$ cat src/rtl/tiger_memstage_pkg.sv
// Shared definitions for the Tiger memory-access stage.
// Control-word bit positions (CONTROL_*), control word width, and the
// MA stage load-tracking state encoding.
package tiger_memstage_pkg;

    localparam int CONTROL_WIDTH    = 8;

    localparam int CONTROL_MEMREAD  = 0;
    localparam int CONTROL_MEMWRITE = 1;
    localparam int CONTROL_MEM8     = 2;
    localparam int CONTROL_MEM16    = 3;
    localparam int CONTROL_MEML     = 4;
    localparam int CONTROL_MEMR     = 5;
    localparam int CONTROL_ZEROFILL = 6;
    localparam int CONTROL_REGWRITE = 7;

    typedef enum logic [1:0] {
        MA_IDLE  = 2'd0,
        MA_WAIT  = 2'd1,
        MA_HELD  = 2'd2,
        MA_DRAIN = 2'd3
    } ma_state_t;

endpackage

$ cat src/rtl/tiger_load_align.sv
// Combinational load-data alignment for the MA stage (little-endian).
// Ports:
//   d        raw 32-bit word returned by data memory
//   rt       current rt value, merged into LWL/LWR results
//   a        byte address bits [1:0]
//   mem8     byte load;  mem16 halfword load (a[0] ignored)
//   meml     LWL merge;  memr  LWR merge
//   zerofill zero-extend sub-word loads instead of sign-extending
//   aligned  value to be written back
module tiger_load_align (
    input  logic [31:0] d,
    input  logic [31:0] rt,
    input  logic [1:0]  a,
    input  logic        mem8,
    input  logic        mem16,
    input  logic        meml,
    input  logic        memr,
    input  logic        zerofill,
    output logic [31:0] aligned
);

    logic [7:0]  bsel;
    logic [15:0] hsel;

    always_comb begin
        bsel    = d[{a, 3'b000} +: 8];
        hsel    = d[{a[1], 4'b0000} +: 16];
        aligned = d;
        if (mem8) begin
            aligned = {{24{bsel[7] & ~zerofill}}, bsel};
        end else if (mem16) begin
            aligned = {{16{hsel[15] & ~zerofill}}, hsel};
        end else if (meml) begin
            case (a)
                2'd0:    aligned = {d[7:0],  rt[23:0]};
                2'd1:    aligned = {d[15:0], rt[15:0]};
                2'd2:    aligned = {d[23:0], rt[7:0]};
                default: aligned = d;
            endcase
        end else if (memr) begin
            case (a)
                2'd0:    aligned = d;
                2'd1:    aligned = {rt[31:24], d[31:8]};
                2'd2:    aligned = {rt[31:16], d[31:16]};
                default: aligned = {rt[31:8],  d[31:24]};
            endcase
        end
    end

endmodule

$ cat src/rtl/tiger_memstage.sv
// Tiger MIPS memory-access (MA) stage.
// Aligns returned load data, requests a pipeline stall while a load waits
// for its read return, and registers the result into the WB registers.
// Ports:
//   clk, reset        clock, asynchronous active-high reset
//   stall, clear      global stall (WB holds) and flush (WB zeroed)
//   instrMA, controlMA, executeoutMA, bottomaddressMA   MA pipeline registers
//   memreaddata, memreaddatavalid   data-memory read return (one pulse per read)
//   instrWB, controlWB, executeoutWB   WB pipeline registers
//   stallRq           combinational stall request
module tiger_memstage
    import tiger_memstage_pkg::*;
(
    input  logic                     clk,
    input  logic                     reset,
    input  logic                     stall,
    input  logic                     clear,
    input  logic [31:0]              instrMA,
    input  logic [CONTROL_WIDTH-1:0] controlMA,
    input  logic [31:0]              executeoutMA,
    input  logic [1:0]               bottomaddressMA,
    input  logic [31:0]              memreaddata,
    input  logic                     memreaddatavalid,
    output logic [31:0]              instrWB,
    output logic [CONTROL_WIDTH-1:0] controlWB,
    output logic [31:0]              executeoutWB,
    output logic                     stallRq
);

    ma_state_t   state, state_n;
    logic [31:0] holdreg;
    logic [31:0] d_sel;
    logic [31:0] aligned;
    logic        capture;
    logic        load;

    assign load = controlMA[CONTROL_MEMREAD];

    tiger_load_align u_align (
        .d        (d_sel),
        .rt       (executeoutMA),
        .a        (bottomaddressMA),
        .mem8     (controlMA[CONTROL_MEM8]),
        .mem16    (controlMA[CONTROL_MEM16]),
        .meml     (controlMA[CONTROL_MEML]),
        .memr     (controlMA[CONTROL_MEMR]),
        .zerofill (controlMA[CONTROL_ZEROFILL]),
        .aligned  (aligned)
    );

    always_comb begin
        state_n = state;
        stallRq = 1'b0;
        capture = 1'b0;
        d_sel   = memreaddata;
        case (state)
            MA_IDLE: begin
                if (load) begin
                    if (memreaddatavalid) begin
                        if (!clear && stall) begin
                            capture = 1'b1;
                            state_n = MA_HELD;
                        end
                    end else begin
                        // A flushed load still has a read in flight; its
                        // return must be dropped, hence DRAIN.
                        stallRq = 1'b1;
                        state_n = clear ? MA_DRAIN : MA_WAIT;
                    end
                end
            end
            MA_WAIT: begin
                if (memreaddatavalid) begin
                    if (clear) begin
                        state_n = MA_IDLE;
                    end else if (stall) begin
                        capture = 1'b1;
                        state_n = MA_HELD;
                    end else begin
                        state_n = MA_IDLE;
                    end
                end else begin
                    stallRq = 1'b1;
                    state_n = clear ? MA_DRAIN : MA_WAIT;
                end
            end
            MA_HELD: begin
                d_sel = holdreg;
                if (clear || !stall) begin
                    state_n = MA_IDLE;
                end
            end
            MA_DRAIN: begin
                // The next return belongs to the flushed load; a load now in
                // MA must keep waiting for the return after it.
                stallRq = load;
                if (memreaddatavalid) begin
                    state_n = MA_IDLE;
                end
            end
            default: state_n = MA_IDLE;
        endcase
    end

    always_ff @(posedge clk or posedge reset) begin
        if (reset) begin
            state        <= MA_IDLE;
            holdreg      <= '0;
            instrWB      <= '0;
            controlWB    <= '0;
            executeoutWB <= '0;
        end else begin
            state <= state_n;
            if (capture) begin
                holdreg <= memreaddata;
            end
            if (clear) begin
                instrWB      <= '0;
                controlWB    <= '0;
                executeoutWB <= '0;
            end else if (!stall && !stallRq) begin
                instrWB      <= instrMA;
                controlWB    <= controlMA;
                executeoutWB <= load ? aligned : executeoutMA;
            end
        end
    end

endmodule

$ cat config.mk
export PLATFORM = sky130hd
export DESIGN_NAME = tiger_memstage
export DESIGN_NICKNAME = d
export VERILOG_FILES = /design/src/rtl/tiger_memstage_pkg.sv /design/src/rtl/tiger_load_align.sv /design/src/rtl/tiger_memstage.sv
export SDC_FILE = /design/constraint.sdc
export NUM_CORES = 1
export LEC_CHECK = 0
export BUFFER_PORTS_ARGS = -buffer_cell sky130_fd_sc_hd__buf_2
export CORE_MARGIN = 5
export CORE_UTILIZATION = 30
export DETAILED_ROUTE_END_ITERATION = 10
export PLACE_DENSITY = 0.63
export SYNTH_ARGS = -nofsm -noshare
export SYNTH_HDL_FRONTEND = slang
export SYNTH_SLANG_ARGS = --single-unit
$ cat constraint.sdc
create_clock -name clk -period 4.51 [get_ports clk]
set_input_delay 0.2255 -clock clk [delete_from_list [all_inputs] [get_ports clk]]
set_output_delay 0.2255 -clock clk [all_outputs]
set_load 0.03 [all_outputs]
# == Yosys cells after proc, flatten, opt, wreduce, memory -nomap -nowiden ==
# Cells that the tools add are included.
# word_totals
ff_bits,106
input_bits,111
wordCells,63
# classes
eq_ne,9
n_shift,2
mux,34
bitwise_logic,3
n_reduce_logical,10
# op_table
operator,count
two-way mux 32 bit,10
one-hot mux 32 bit (3 select lines),2
indexed part select 32 x 6 -> 16 bit,1
indexed part select 32 x 6 -> 8 bit,1
two-way mux 2 bit,9
two-way mux 8 bit,2
two-way mux 1 bit,8
one-hot mux 2 bit (4 select lines),1
equality test 2 bit (second input constant),3
inequality test 2 bit (second input constant),3
equality test 2 x 1 -> 1 bit (second input constant),2
logical NOT 2 bit,2
AND reduction 4 bit,1
logical NOT 1 bit,3
inequality test 3 bit (second input constant),1
one-hot mux 1 bit (3 select lines),1
bitwise AND 1 bit,2
logical AND 1 bit,2
one-hot mux 1 bit (2 select lines),1
nonzero test 2 bit,1
logical OR 1 bit,1
inverter 1 bit,1

# == Depth between registers and ports, before layout ==
# logic_depth
ltp_word,10
ltp_mapped,11

# == By module ==
# From an unflattened synthesis, not the netlist that was laid out.
# hier_totals
cells_unflattened,757
hier_area_um2,7358.3
# by_module_without_submodules
mod,n_inst,cells_per_inst,area_each_um2
tiger_memstage,1,473,5373.9
tiger_load_align,1,284,1984.4

# == Worst setup path before layout ==
# Ideal clock, no wire load.
# synth_timing
path_kind,register to register
from,register state[0]
to,register executeoutWB[6]
t_arrival_ns,2.209
t_required_ns,4.444
slack_ns,2.235
stages_incl_launch_ff,10
period_less_slack_ns,2.275
cell_sequence,dfrtp_1 buf_4 nand2b_1 buf_4 buf_8 buf_12 mux2i_1 mux4_2 a2111oi_2 a221o_1
# synth_via
elab_chain_cells,10
word_cells_on_any_way,20
cone_classes,3 x eq/ne; 2 x shift; 11 x mux; 4 x reduce/logical
# synth_lines
item,line,text
start: declaration,tiger_memstage.sv:30,"ma_state_t state, state_n;"
start signal: assignment,tiger_memstage.sv:113,state <= state_n;
"parallel branches: the longest is 10 deep, another holds two-way mux 32 bit",--,
end signal: assignment,tiger_memstage.sv:124,executeoutWB <= load ? aligned : executeoutMA;
end: declaration,tiger_memstage.sv:26,"output logic [31:0] executeoutWB,"
# Several ways; the timed one is not identified. The select of a mux whose other input is x is not followed.
# A chain may end at the register's enable or synchronous reset.

# == Worst setup path after layout ==
# layout_timing
from,register state[0]
to,register executeoutWB[20]
# layout_via
elab_chain_cells,10
word_cells_on_any_way,22
cone_classes,3 x eq/ne; 2 x shift; 11 x mux; 2 x bitwise; 4 x reduce/logical
# layout_lines
item
"parallel branches: the longest is 10 deep, another holds two-way mux 32 bit"
# Several ways; the timed one is not identified. The select of a mux whose other input is x is not followed.

==> summary.txt <==
Run status
  • Outcome: finished, final reports clean

STA
  • Clock period minus final worst setup slack: 3.17 ns
  • Max Clk Rate: 0.316 GHz
  • RSZ-0062 raised after global routing: false
  • Clock Skew: 0.00765 ns
  • Final period utilization: 70.3%
  • Setup TNS Final: 0 ns
  • Final setup slack of the worst path: 1.34 ns
  • Slew Limit Fails: 0
  • Rel. slew slack: 12.9%
  • Count of endpoints failing hold in the final timing report: 0
  • Final setup viols: 0
  • Worst Tran Pin Value: approximately 1.3 ns

Drt
  • Total wire length: 24.0 mm
  • Number of optimization iterations in the first detailed-route pass: 5
  • Vias per inst: 5.54
  • ANT nets after route: 0
  • Routed via count: 6385
  • Average detailed-routed wire length per instance: just over 20 um
  • Number of violations reported at the end of detailed-routing iteration 0: 610
  • Number of remaining DRC errors: 0

Logic synthesis
  • Adder-Cell Fraction of Synth Area: 0%
  • Leading area contributor after synthesis: sky130_fd_sc_hd__dfrtp_1
  • Number of flip-flops and latches in the synthesized netlist: 106
  • Post-synth design cell area: 0.00657 sq mm
  • Most used flip-flop cell after synthesis: sky130_fd_sc_hd__dfrtp_1
  • Post-synthesis cell count: 719
  • Most numerous cell in the Yosys netlist: sky130_fd_sc_hd__dfrtp_1
  • Post-synthesis sequential area ratio: 40.4%
  • Post-synthesis area per instance: 9.14 sq um
  • Number of enable flip-flop cells after synthesis: 0
  • Warning count from the yosys run: 0
  • Compound-gate portion of the synthesized area: 24.3%
  • FFs w/ async S/R, synth: 100%
  • List of most frequent post-synthesis cells: sky130_fd_sc_hd__dfrtp_1 (106), sky130_fd_sc_hd__nand2_1 (103), sky130_fd_sc_hd__a21oi_1 (78)
  • Proportion of synthesized area in mux cells: roughly 17%
  • Main combinational cell family by area after synthesis: compound AO/OA/AOI/OAI gates
  • Number of nets in the synthesized netlist: 830
  • Parity-gate share of the synthesized area counting xor and xnor cells: 0%
  • Unique cell type count in the Yosys netlist: 48
  • Post-synthesis simple-gate area fraction: a little over an eighth
  • Area share of the largest cell type after synthesis: 40.4%
  • Top area cells in the synthesized netlist: sky130_fd_sc_hd__dfrtp_1 (40%), sky130_fd_sc_hd__mux2_2 (8.4%), sky130_fd_sc_hd__a21oi_1 (5.9%)

Power and ir drop
  • Net switching share of the total power: 35.6%
  • Leak pwr: 3.71 nW
  • Switching pwr: 1.02 mW
  • Clock network fraction of total power: 28.9%
  • Combinational share of power: between 30% and 40%
  • Internal portion of total power: 1.85 mW
  • Largest vdd supply drop: 0.163 mV
  • Sequential cell fraction of total power: 40.7%
  • Power density over the cells: 360 mW/mm^2

Setup path
  • Req. time, crit path: 4.71 ns
  • Endpoint kind of the worst setup timing path: flip-flop
  • Maximum fanout encountered on the critical timing path: 24
  • Crit path buffers/inverters: 1
  • Cell type of the slowest stage on the worst timing path: sky130_fd_sc_hd__o21bai_2
  • Reg-to-reg startpoint: state[0]
  • Kind of cell adding the most delay to the critical path: compound AO/OA/AOI/OAI gates
  • Crit path largest cell delay: approximately 0.65 ns
  • Startpoint of the worst setup timing path: state[0]
  • WS Path Type: reg -> reg
  • Critical Path Start Type: flip-flop
  • WP data arrival: 3.37 ns
  • Cells traversed along the worst timing path: nand2b_2 > buf_4 > mux2_2 > nor2_1 > o41ai_1 > o21bai_2 > o21ai_0

Clock tree
  • Clock tree from TritonCTS: built
  • CTS H-tree lvls: 3
  • Clock Root Buffer: sky130_fd_sc_hd__clkbuf_16
  • Clock Pin Slew Worst Setup and Hold Paths: about 0.070 ns
  • Buffers inserted by post-CTS timing repair: 0
  • Number of sinks handled by clock tree synthesis: ~110
  • CTS max path bufs: 2
  • Worst skew pair latency: 0.36 ns
  • Post-cts resize count: 0
  • Post-CTS Hold Buffers: 0
  • Number of buffers inserted during clock tree synthesis: 9

Global routing
  • Met1 capacity usage during global routing: 26.6%
  • Global-route wire length before repair: 36.1 mm
  • Most utilized layer in the global route result: met2
  • Met2 routing resource usage after global routing: 27.5%
  • Met3 demand-to-capacity share in global routing: around 4.2%
  • Total grt overflow: 0
  • Via count of the first global-routing pass: 6166
  • Pin count of the biggest net entering global routing: 63
  • Number of antenna violations at the first check in global routing: 0
  • Overall track demand over capacity in global routing: 18.5%

Min path
  • Type of the worst min-delay path: in -> async

Place
  • Count of buffers inserted at the top-level ports: 183
  • RePlAce Congestion: 0.989
  • Post-DP HPWL: ~18 mm
  • Pre-CTS setup slack: 1.37 ns

Floorplan
  • Starting Density: a little under a third
  • Chip height: 158 um
  • Die area: 0.0250 sq mm
  • Die width: 158 um
  • Total number of placement rows: 54
  • Core Footprint: 0.0217 sq mm
  • # IOs: 184

Layout
  • Proportion of layout cells with a drive suffix above 1: 32.3%
  • Number of nets at the end of the flow: slightly below 1k
  • Area growth from synthesis to layout: 21.4%

Job
  • Max-cap violation count: 0
[worst paths after layout]
path	to	slack, ns	depth (start not counted)
setup / recovery	executeoutWB[20]	1.34	7
hold / removal	instrWB[8]	0.02	2
setup reg to reg	executeoutWB[20]	1.34	7
hold reg to reg	controlWB[0]	0.49	2
max in group asynchronous	holdreg[17]	3.36	3
min in group clk	state[0]	0.09	2
[through the flow]
step           util [%]  std cells  instance area (sq um)  total power [mW]  hold WS, ns
2_1_floorplan         -        719                   6570              1.76        0.292
3_3_place_gp       35.4       1135                   7670              2.04        0.457
3_5_place_dp       35.4       1135                   7670              2.05        0.453
4_1_cts            36.8       1151                   7970              2.89       0.0733
5_1_grt            36.8       1151                   7970              3.01       0.0806
6_report           36.8       1152                   7980              2.87       0.0220
[sequential cells by signal, summed over array words and instances (netlist names)]
signal        count
holdreg          32
state             2
executeoutWB     32
instrWB          32
controlWB         8
[layout make-up]
type                    count  area (sq um)
flip-flops and latches    106          2650
repair buffers            194           998
fillers                  2218         13700
inverters                   7          28.8
diodes                      1          2.50
multi-input cells         548          3640
well taps                 280           350
clock buffers               9           225
clock inverters             7          73.8
[logic make-up after synthesis]
kind of cell    Yosys count
compound gates          245
buf+inv                  65
flops                   106
mux                      96
simple gates            207
[per-layer routing]
layer	vias up	wire, um
met5	-	0
met4	0	576
met3	44	1960
met2	338	10900
met1	3054	10500
li1	2949	-
[power groups by stage]
| stage | clock [mW] | sequential [mW] | combinational [mW] |
|---|---|---|---|
| finish | 0.828 | 1.17 | 0.872 |
| global route | 0.884 | 1.19 | 0.935 |
| global placement | 0 | 1.19 | 0.855 |
| detailed placement | 0 | 1.19 | 0.864 |
| floorplan | 0 | 1.26 | 0.494 |
| CTS | 0.852 | 1.17 | 0.866 |
[cells in the final DEF (no fill, tap or decap), types with 9 or more instances in the layout]
| master | netlist | layout |
|---|---|---|
| sky130_fd_sc_hd__nand2_1 | 103 | 103 |
| sky130_fd_sc_hd__mux2_2 | 49 | 49 |
| sky130_fd_sc_hd__mux2i_1 | 38 | 38 |
| sky130_fd_sc_hd__o21ai_0 | 50 | 50 |
| sky130_fd_sc_hd__nand2b_1 | 12 | 11 |
| sky130_fd_sc_hd__nor2_1 | 59 | 57 |
| sky130_fd_sc_hd__a211oi_1 | 35 | 35 |
| sky130_fd_sc_hd__nor3_1 | 12 | 12 |
| sky130_fd_sc_hd__buf_2 | 3 | 183 |
| sky130_fd_sc_hd__dfrtp_1 | 106 | 106 |
| sky130_fd_sc_hd__clkbuf_16 | 0 | 9 |
| sky130_fd_sc_hd__a21oi_1 | 78 | 78 |
| sky130_fd_sc_hd__buf_4 | 2 | 11 |
| sky130_fd_sc_hd__a22oi_1 | 24 | 24 |
| sky130_fd_sc_hd__mux4_2 | 9 | 9 |
No activity file was read; power rests on OpenSTA's default activity.
